**src/rtl/pwm_cmd_pkg.sv**
```systemverilog
// Shared opcodes, FSM encodings and command bundle for pwm_cmd_ctrl.
// Used by the top and the per-channel register slice.
package pwm_cmd_pkg;

  localparam logic [3:0] OP_SET_TIMING  = 4'h1;
  localparam logic [3:0] OP_SET_PATTERN = 4'h2;
  localparam logic [3:0] OP_START       = 4'h3;
  localparam logic [3:0] OP_STOP        = 4'h4;
  localparam logic [3:0] OP_STOP_ALL    = 4'h5;

  localparam logic [1:0] ST_IDLE   = 2'd0;
  localparam logic [1:0] ST_DECODE = 2'd1;
  localparam logic [1:0] ST_EXEC   = 2'd2;

  typedef struct packed {
    logic [3:0]  op;
    logic [3:0]  ch;
    logic [15:0] b;
    logic [15:0] c;
    logic [7:0]  d;
  } cmd_t;

  function automatic logic is_ch_op(input logic [3:0] op);
    return (op >= OP_SET_TIMING) && (op <= OP_STOP);
  endfunction

endpackage

```
**src/rtl/pwm_ch_regs.sv**
```systemverilog
// One channel: shadow/active timing+pattern registers, enable, done.
// Ports: strobes from decoder, operands, pwm_valid in; active values out.
module pwm_ch_regs
  import pwm_cmd_pkg::*;
#(
  parameter int PAT_W = 16
) (
  input  logic             clk,
  input  logic             rst,
  input  logic             set_timing,
  input  logic             set_pattern,
  input  logic             start,
  input  logic             stop,
  input  logic [7:0]       duty_in,
  input  logic [15:0]      dessert_in,
  input  logic [PAT_W-1:0] pat_in,
  input  logic [7:0]       pnum_in,
  input  logic             pwm_valid,
  output logic             pwm_en,
  output logic [7:0]       duty,
  output logic [7:0]       pulse_num,
  output logic [15:0]      dessert,
  output logic [PAT_W-1:0] pat,
  output logic             ch_done
);

  logic [7:0]       sh_duty;
  logic [7:0]       sh_pnum;
  logic [15:0]      sh_dessert;
  logic [PAT_W-1:0] sh_pat;
  logic             fin;

  // pulse_num of zero means run forever
  assign fin = pwm_en && pwm_valid && (pulse_num != 8'd0);

  always_ff @(posedge clk) begin
    if (rst) begin
      sh_duty    <= 8'd1;
      sh_pnum    <= 8'd0;
      sh_dessert <= 16'd1;
      sh_pat     <= PAT_W'(1);
      duty       <= 8'd1;
      pulse_num  <= 8'd0;
      dessert    <= 16'd1;
      pat        <= PAT_W'(1);
      pwm_en     <= 1'b0;
      ch_done    <= 1'b0;
    end else begin
      ch_done <= fin;
      if (set_timing) begin
        sh_duty    <= duty_in;
        sh_dessert <= dessert_in;
      end
      if (set_pattern) begin
        sh_pat  <= pat_in;
        sh_pnum <= pnum_in;
      end
      if (start) begin
        duty      <= sh_duty;
        pulse_num <= sh_pnum;
        dessert   <= sh_dessert;
        pat       <= sh_pat;
        pwm_en    <= 1'b1;
      end
      if (stop || fin) begin
        pwm_en <= 1'b0;
      end
    end
  end

endmodule

```
**src/rtl/pwm_cmd_ctrl.sv**
```systemverilog
// Packet command decoder driving NUM_CH pattern_pwm channels.
// Ports: recv_done/dataA..D packet in, pwm_busy/valid in; per-channel values + status out.
module pwm_cmd_ctrl
  import pwm_cmd_pkg::*;
#(
  parameter int NUM_CH     = 2,
  parameter int _PAT_WIDTH = 16
) (
  input  logic                         clk,
  input  logic                         rst,
  input  logic                         recv_done,
  input  logic [7:0]                   dataA,
  input  logic [15:0]                  dataB,
  input  logic [15:0]                  dataC,
  input  logic [7:0]                   dataD,
  input  logic [NUM_CH-1:0]            pwm_busy,
  input  logic [NUM_CH-1:0]            pwm_valid,
  output logic [NUM_CH-1:0]            pwm_en,
  output logic [NUM_CH*8-1:0]          duty_num,
  output logic [NUM_CH*8-1:0]          pulse_num,
  output logic [NUM_CH*16-1:0]         pulse_dessert,
  output logic [NUM_CH*_PAT_WIDTH-1:0] PAT,
  output logic                         cmd_ack,
  output logic                         cmd_err,
  output logic                         cmd_drop,
  output logic [NUM_CH-1:0]            ch_done
);

  logic [1:0]        state;
  cmd_t              cmd_q;
  logic [NUM_CH-1:0] hit;
  logic              ch_ok;
  logic              tgt_busy;
  logic              cmd_ok;
  logic              do_exec;
  logic [NUM_CH-1:0] st_timing;
  logic [NUM_CH-1:0] st_pattern;
  logic [NUM_CH-1:0] st_start;
  logic [NUM_CH-1:0] st_stop;

  for (genvar i = 0; i < NUM_CH; i++) begin : g_hit
    assign hit[i] = (cmd_q.ch == 4'(i));
  end

  assign ch_ok    = |hit;
  // a channel still draining its burst keeps its active values locked
  assign tgt_busy = |(hit & (pwm_en | pwm_busy));

  always_comb begin
    cmd_ok = 1'b0;
    unique case (cmd_q.op)
      OP_SET_TIMING,
      OP_SET_PATTERN,
      OP_STOP:     cmd_ok = ch_ok;
      OP_START:    cmd_ok = ch_ok && !tgt_busy;
      OP_STOP_ALL: cmd_ok = 1'b1;
      default:     cmd_ok = 1'b0;
    endcase
  end

  assign do_exec = (state == ST_DECODE) && cmd_ok;

  assign st_timing  = {NUM_CH{do_exec && cmd_q.op == OP_SET_TIMING}} & hit;
  assign st_pattern = {NUM_CH{do_exec && cmd_q.op == OP_SET_PATTERN}} & hit;
  assign st_start   = {NUM_CH{do_exec && cmd_q.op == OP_START}} & hit;
  assign st_stop    = ({NUM_CH{do_exec && cmd_q.op == OP_STOP}} & hit)
                    | {NUM_CH{do_exec && cmd_q.op == OP_STOP_ALL}};

  assign cmd_drop = recv_done && (state != ST_IDLE) && !rst;

  always_ff @(posedge clk) begin
    if (rst) begin
      state   <= ST_IDLE;
      cmd_q   <= '0;
      cmd_ack <= 1'b0;
      cmd_err <= 1'b0;
    end else begin
      cmd_ack <= 1'b0;
      cmd_err <= 1'b0;
      unique case (state)
        ST_IDLE: begin
          if (recv_done) begin
            cmd_q <= '{op: dataA[7:4], ch: dataA[3:0],
                       b: dataB, c: dataC, d: dataD};
            state <= ST_DECODE;
          end
        end
        ST_DECODE: begin
          cmd_ack <= cmd_ok;
          cmd_err <= !cmd_ok;
          state   <= ST_EXEC;
        end
        ST_EXEC: state <= ST_IDLE;
        default: state <= ST_IDLE;
      endcase
    end
  end

  for (genvar i = 0; i < NUM_CH; i++) begin : g_ch
    pwm_ch_regs #(
      .PAT_W(_PAT_WIDTH)
    ) u_ch (
      .clk        (clk),
      .rst        (rst),
      .set_timing (st_timing[i]),
      .set_pattern(st_pattern[i]),
      .start      (st_start[i]),
      .stop       (st_stop[i]),
      .duty_in    (cmd_q.d),
      .dessert_in (cmd_q.b),
      .pat_in     (cmd_q.c[_PAT_WIDTH-1:0]),
      .pnum_in    (cmd_q.d),
      .pwm_valid  (pwm_valid[i]),
      .pwm_en     (pwm_en[i]),
      .duty       (duty_num[i*8 +: 8]),
      .pulse_num  (pulse_num[i*8 +: 8]),
      .dessert    (pulse_dessert[i*16 +: 16]),
      .pat        (PAT[i*_PAT_WIDTH +: _PAT_WIDTH]),
      .ch_done    (ch_done[i])
    );
  end

endmodule

```
**config.mk**
```make
export PLATFORM = sky130hd
export DESIGN_NAME = pwm_cmd_ctrl
export DESIGN_NICKNAME = d
export VERILOG_FILES = /design/src/rtl/pwm_cmd_pkg.sv /design/src/rtl/pwm_ch_regs.sv /design/src/rtl/pwm_cmd_ctrl.sv
export SDC_FILE = /design/constraint.sdc
export NUM_CORES = 1
export LEC_CHECK = 0
export ABC_CLOCK_PERIOD_IN_PS = 2200
export CAP_MARGIN = 20
export CORE_UTILIZATION = 27
export CTS_CLUSTER_SIZE = 25
export DETAILED_ROUTE_END_ITERATION = 16
export HOLD_SLACK_MARGIN = 0.12
export PLACE_DENSITY_LB_ADDON = 0.25
export SLEW_MARGIN = 20
export SYNTH_ARGS = -nofsm -noshare
export SYNTH_HDL_FRONTEND = slang
export SYNTH_SLANG_ARGS = --single-unit
export TNS_END_PERCENT = 1
```
**constraint.sdc**
```tcl
create_clock -name clk -period 2.2 [get_ports clk]
set_input_delay 0.44 -clock clk [delete_from_list [all_inputs] [get_ports clk]]
set_output_delay 0.44 -clock clk [all_outputs]
set_load 0.02 [all_outputs]
```
## Yosys cells after proc, flatten, opt, wreduce, memory -nomap -nowiden

Cells that the tools add are included.

| storage, ports and cells | value |
|---|---|
| bits in latches | 0 |
| memories kept | 0 |
| input port bits | 55 |
| output and inout port bits | 103 |
| bits in writable memories | 0 |
| word-level logic and storage cells | 77 |
| flip-flop bits (word level) | 248 |
| bits in read-only memories | 0 |

| operators by class | value |
|---|---|
| muxes and demuxes | 3 |
| bitwise gates (word level) | 8 |
| shifts and indexed selects | 0 |
| eq/ne operators | 8 |
| multipliers | 0 |
| divide/modulo/power cells | 0 |
| reductions and logical operators | 30 |
| add/sub/neg operators | 0 |
| magnitude comparators | 0 |

Operators with widths:

| kind | count |
|---|---|
| 8-bit nonzero test | 2 |
| 1-bit logical AND | 13 |
| 2-bit AND | 5 |
| 2-bit OR reduction | 5 |
| 4-bit by 1-bit equality test with 1-bit output, second input constant | 2 |
| 4-bit by 2-bit equality test with 1-bit output, second input constant | 2 |
| 4-bit by 3-bit equality test with 1-bit output, second input constant | 2 |
| 4-bit zero test | 1 |
| 2-bit bitwise OR | 2 |
| 2-bit one-hot mux with 2 select lines | 1 |
| 1-bit zero test | 3 |
| 1-bit one-hot mux with 3 select lines | 1 |
| 3-bit OR reduction | 1 |
| 2-bit by 1-bit equality test with 1-bit output, second input constant | 1 |
| 2-bit zero test | 1 |
| 1-bit logical OR | 2 |
| 2-bit 2-to-1 mux | 1 |
| 2-bit inequality test, second input constant | 1 |
| 2-bit AND reduction | 1 |
| 2-bit nonzero test | 1 |
| 1-bit NOT | 1 |

## Longest topological paths before layout

| logic depth | value |
|---|---|
| word-level depth | 12 |
| gate-level depth with buffers | 7 |
| mapped depth without buffers | 4 |

## By module

A second synthesis with hierarchy kept.

| unflattened totals | value |
|---|---|
| cell total of the unflattened synthesis | 886 |
| area, all modules | 9009.9 um^2 |

By module, submodules not included:

| module | instances | cells each | area an instance (um^2) |
|---|---|---|---|
| pwm_ch_regs | 2 | 320 | 3503.4 |
| pwm_cmd_ctrl | 1 | 246 | 2003.2 |

## Worst setup path before layout

Ideal clock, no wire load.

| path | value |
|---|---|
| path type | reg-to-reg |
| start | reg cmd_q[40] (netlist bit) |
| end | reg g_ch[0].u_ch.dessert[0] |
| clock period less this slack | 1549 ps |
| data arrival time | 1429 ps |
| setup time | 120 ps |
| stages on the path, launching flop included | 6 |
| setup slack | 651 ps |
| data required time | 2080 ps |
| path through | dfxtp_1 > buf_2 > and4bb_2 > nand4_2 > buf_2 > a211o_1 |

| between the ends | value |
|---|---|
| longest elaborated chain between the ends | 9 |
| elaborated cells between the ends (all ways) | 11 |

Ends and longest elaborated chain:

| element | RTL line | source |
|---|---|---|
| start, declared | pwm_cmd_ctrl.sv:30 | `cmd_t cmd_q;` |
| start signal, assigned | pwm_cmd_ctrl.sv:83 | `cmd_q <= '{op: dataA[7:4], ch: dataA[3:0],` |
| 4-bit by 1-bit equality test with 1-bit output / 4-bit zero test (equally long branches) | pwm_cmd_ctrl.sv:42 | `assign hit[i] = (cmd_q.ch == 4'(i));` |
| 2-bit AND | pwm_cmd_ctrl.sv:47 | `assign tgt_busy = \|(hit & (pwm_en \| pwm_busy));` |
| 2-bit OR reduction | pwm_cmd_ctrl.sv:47 |  |
| 1-bit zero test | pwm_cmd_ctrl.sv:55 | `OP_START: cmd_ok = ch_ok && !tgt_busy;` |
| 1-bit logical AND | pwm_cmd_ctrl.sv:55 |  |
| 1-bit one-hot mux with 3 select lines | pwm_cmd_ctrl.sv:51 | `unique case (cmd_q.op)` |
| 1-bit logical AND | pwm_cmd_ctrl.sv:61 | `assign do_exec = (state == ST_DECODE) && cmd_ok;` |
| 1-bit logical AND | pwm_cmd_ctrl.sv:65 | `assign st_start = {NUM_CH{do_exec && cmd_q.op == OP_START}} & hit;` |
| 2-bit AND (*) | pwm_cmd_ctrl.sv:65 |  |
| end signal, assigned | pwm_ch_regs.sv:61 | `dessert <= sh_dessert;` |
| end, declared | pwm_ch_regs.sv:22 | `output logic [15:0] dessert,` |

Mark *: on every way between the ends. The rest lies on a longest branch, timed or not.
A chain may end at the register's enable or synchronous reset.

## Worst setup path in the final report

| path | value |
|---|---|
| start | reg g_ch[0].u_ch.pulse_num[7] |
| end | out pulse_num[7] |

RTL lines:

| element | RTL line | source |
|---|---|---|
| start, declared | pwm_ch_regs.sv:21 | `output logic [7:0] pulse_num,` |
| start signal, assigned | pwm_ch_regs.sv:60 | `pulse_num <= sh_pnum;` |
| end, declared | pwm_cmd_ctrl.sv:20 | `output logic [NUM_CH*8-1:0] pulse_num,` |

No word-level cell between the ends.

==> impl_metrics.env <==
export IMPL_cp_buffers_inverters=1
export IMPL_drtIter0Drc=379
export IMPL_synthArstFlopShare_pct=0
export IMPL_cts_tree="done"
export IMPL_fmax_mhz=468
export IMPL_crit_fanout=3
export IMPL_r2r_end="g_ch[0].u_ch.dessert[8]$_SDFFE_PP0P_"
export IMPL_finalCriticalPeriod_ns=2.14
export IMPL_min_delay_start="rst"
export IMPL_synthFlopType="dfxtp_1"
export IMPL_reg2reg_slack_ns=0.32
export IMPL_grt_overflow=0
export IMPL_die_y_um=183
export IMPL_cts_buffer_depth=3
export IMPL_slew_violations=0
export IMPL_cp_required_ns=1.76
export IMPL_ios=158
export IMPL_routedWlPerCell_um=15.5
export IMPL_synthToLayoutAreaGrowth_pct=32.6
export IMPL_grt_first_pass_wirelength_um=38000
export IMPL_relSlewSlack_pct=20.4
export IMPL_cts_hold_buf=0
export IMPL_synth_edf_count=0
export IMPL_setup_tns_ns=0
export IMPL_end_kind="output pin"
export IMPL_dieArea_sq_um=33600
export IMPL_grt_usage_pct=14.4
export IMPL_routed_wl_um=24800
export IMPL_grt_pass1_vias=6633
export IMPL_clockRootBuffer="clkbuf_16"
export IMPL_clk_pin_slew_ns=0.06
export IMPL_cpPeakStageDelay_ns=0.67
export IMPL_yosysSeqAreaShare_pct=55.9
export IMPL_yosys_top_cells_area="dfxtp_1, nand2_1, mux2i_1, a21oi_1, nor2_1"
export IMPL_ant_nets=0
export IMPL_via_per_inst=4.44
export IMPL_cp_data_arrival_time_ns=1.70
export IMPL_yosys_area_top_type="dfxtp_1"
export IMPL_finalHoldViolCount=0
export IMPL_antenna_found_initial=0
export IMPL_dp_cells=1555
export IMPL_grt_start_max_net_pins=244
export IMPL_gp_congestion=0.806
export IMPL_power_density_nw_per_um2=798
export IMPL_num_rows=66
export IMPL_synthTopCellsByCount="nand2_1, dfxtp_1, a21oi_1"
export IMPL_max_cap_violations=0
export IMPL_port_buffers=157
export IMPL_yosysMostFrequentCell="nand2_1"
export IMPL_yosys_cell_types_count=37
export IMPL_dpl_cell_area_sq_um=10900
export IMPL_criticalPathCategory="reg -> out"
export IMPL_syn_inst=1011
export IMPL_crit_path_cell_trace="clkdlybuf4s50_1"
export IMPL_clock_skew_ns=0.00950
export IMPL_slowest_stage="clkdlybuf4s50_1"
export IMPL_min_period_over_period_pct=97.1
export IMPL_r2r_cells=5
export IMPL_whs_endpoint="state[1]$_SDFFE_PP0P_"
export IMPL_drc_errors=0
export IMPL_yosysTopAreaCellShare_pct=55.9
export IMPL_drive_gt1_share_pct=6.04
export IMPL_outcome="completed"
export IMPL_ir_worst_vdd_uv=477
export IMPL_worstSetupStartpointType="register"
export IMPL_finalPower_mw=9.40
export IMPL_rsz0062_at_grt="false"
export IMPL_htree_levels=1
export IMPL_reg2reg_from="cmd_q[46]$_SDFFE_PP0P_"
export IMPL_fin_area_sq_um=11800
export IMPL_num_vias=7098
export IMPL_post_cts_buffers=0
export IMPL_hp_class="in -> reg"
export IMPL_final_nets=1198
export IMPL_dr_pass1_iters=4
export IMPL_netlist_area_sq_um=8890
export IMPL_clock_sinks=248
export IMPL_post_dp_hpwl_um=15400
export IMPL_tightest_slew_ns=1.19
export IMPL_yosysWarnings=0
export IMPL_avgSynthCellArea_sq_um=8.79
export IMPL_start_util_pct=27.4
export IMPL_ys_seq_elements=248
export IMPL_insertion_delay_ns=0.53
export IMPL_p_leak_nw=4.81
export IMPL_core_area_sq_um=32500
export IMPL_worst_path_stages=1
export IMPL_crit_family="buffers and inverters"
export IMPL_setup_viol=0
export IMPL_antenna_cells=0
export IMPL_instances_no_fill=1600
export IMPL_die_x_um=183
export IMPL_synthesis_nets=1066
export IMPL_cts_buffers=28
export IMPL_worstHoldPathCells=3
-- worst max path at each step --
stage               slack [ns]                              startpoint                                    to
global placement          0.01                               recv_done                              cmd_drop
finish                    0.06  g_ch[0].u_ch.pulse_num[7]$_SDFFE_PP0P_                          pulse_num[7]
floorplan                 0.65                  cmd_q[40]$_SDFFE_PP0P_  g_ch[0].u_ch.dessert[0]$_SDFFE_PP1P_
global route              0.01  g_ch[0].u_ch.pulse_num[7]$_SDFFE_PP0P_                          pulse_num[7]
CTS                       0.02  g_ch[0].u_ch.pulse_num[7]$_SDFFE_PP0P_                          pulse_num[7]
detailed placement        0.03                               recv_done                              cmd_drop
-- layout make-up --
type	count	area [sq um]
Tap cell	442	553
Clock inverter	2	10.0
Timing Repair Buffer	178	1840
Inverter	6	22.5
Fill cell	3311	20700
Multi-Input combinational cell	681	3540
Clock buffer	43	848
Sequential cell	248	4960
-- kinds of logic (layout without fill, tap and decap cells) --
group	Yosys count	after routing	synth area share (%)
mux	91	91	10.2
compound gates	158	158	9.36
flops	248	248	55.9
simple gates	432	432	20.1
buf+inv	82	229	4.45
-- routing by layer --
metal | part of all wire [%] | up-vias | global-route usage (%) | wire, um
met5 | 0 | - | 0 | 0
met4 | 1.3 | 0 | 3.53 | 327
met3 | 5.5 | 24 | 2.36 | 1380
met2 | 44 | 164 | 22.8 | 11000
met1 | 49 | 3333 | 20.4 | 12100
li1 | - | 3577 | - | -
-- cells in the final DEF, fill, tap and decap left out, drive strengths merged --
| master | netlist | routed |
|---|---|---|
| buf | 38 | 22 |
| mux2i | 91 | 91 |
| clkinv | 0 | 2 |
| nand3b | 6 | 6 |
| or3b | 1 | 1 |
| inv | 6 | 6 |
| o31ai | 1 | 1 |
| nand2b | 1 | 1 |
| and2 | 1 | 1 |
| dfxtp | 248 | 248 |
| nor2b | 2 | 2 |
| a21o | 1 | 1 |
| a211o | 7 | 7 |
| nand3 | 3 | 3 |
| clkbuf | 38 | 43 |
| and4b | 2 | 2 |
| nor2 | 106 | 106 |
| and4 | 2 | 2 |
| and4bb | 1 | 1 |
| nand2 | 287 | 287 |
| o21ai | 1 | 1 |
| nand4 | 4 | 4 |
| o211ai | 2 | 2 |
| a2111oi | 1 | 1 |
| nor3 | 5 | 5 |
| a21oi | 144 | 144 |
| nor4 | 2 | 2 |
| clkdlybuf4s50 | 0 | 155 |
| nor3b | 5 | 5 |
| a31oi | 1 | 1 |
| dlygate4sd2 | 0 | 1 |
| nand4b | 2 | 2 |
| or4 | 2 | 2 |
-- registers in the layout (all words and copies together), names as in the netlist --
register	count
g_ch.u_ch.pulse_num	16
cmd_ack	1
g_ch.u_ch.pwm_en	2
g_ch.u_ch.sh_pnum	16
cmd_err	1
g_ch.u_ch.sh_pat	32
g_ch.u_ch.sh_duty	16
g_ch.u_ch.duty	16
cmd_q	48
g_ch.u_ch.sh_dessert	32
g_ch.u_ch.dessert	32
state	2
g_ch.u_ch.ch_done	2
g_ch.u_ch.pat	32
-- timing repair --
action | in CTS | in global routing
hold endpoints to repair | 0 | 0
gates resized for setup | 1 | 0
setup endpoints to repair | 1 | 0
-- through the flow --
step           hold WS (ns)  setup WS, ns  util, %
5_1_grt               0.203        0.0131     36.3
2_1_floorplan         0.431         0.651        -
6_report              0.229        0.0640     36.3
3_5_place_dp          0.443        0.0293     33.7
3_3_place_gp          0.438        0.0144     33.7
4_1_cts               0.194        0.0195     36.3
-- worst min-delay path, delay by kind of cell --
kind / cells / cell delay [ns]
buf+inv: 2 / 0.12
simple gates: 1 / 0.14
-- power breakdown --
part | switching [mW] | internal, mW
sequential | 0.0686 | 4.55
clock | 1.75 | 2.61
combinational | 0.238 | 0.180
total | 2.06 | 7.34
No activity file was read; power rests on OpenSTA's default activity.
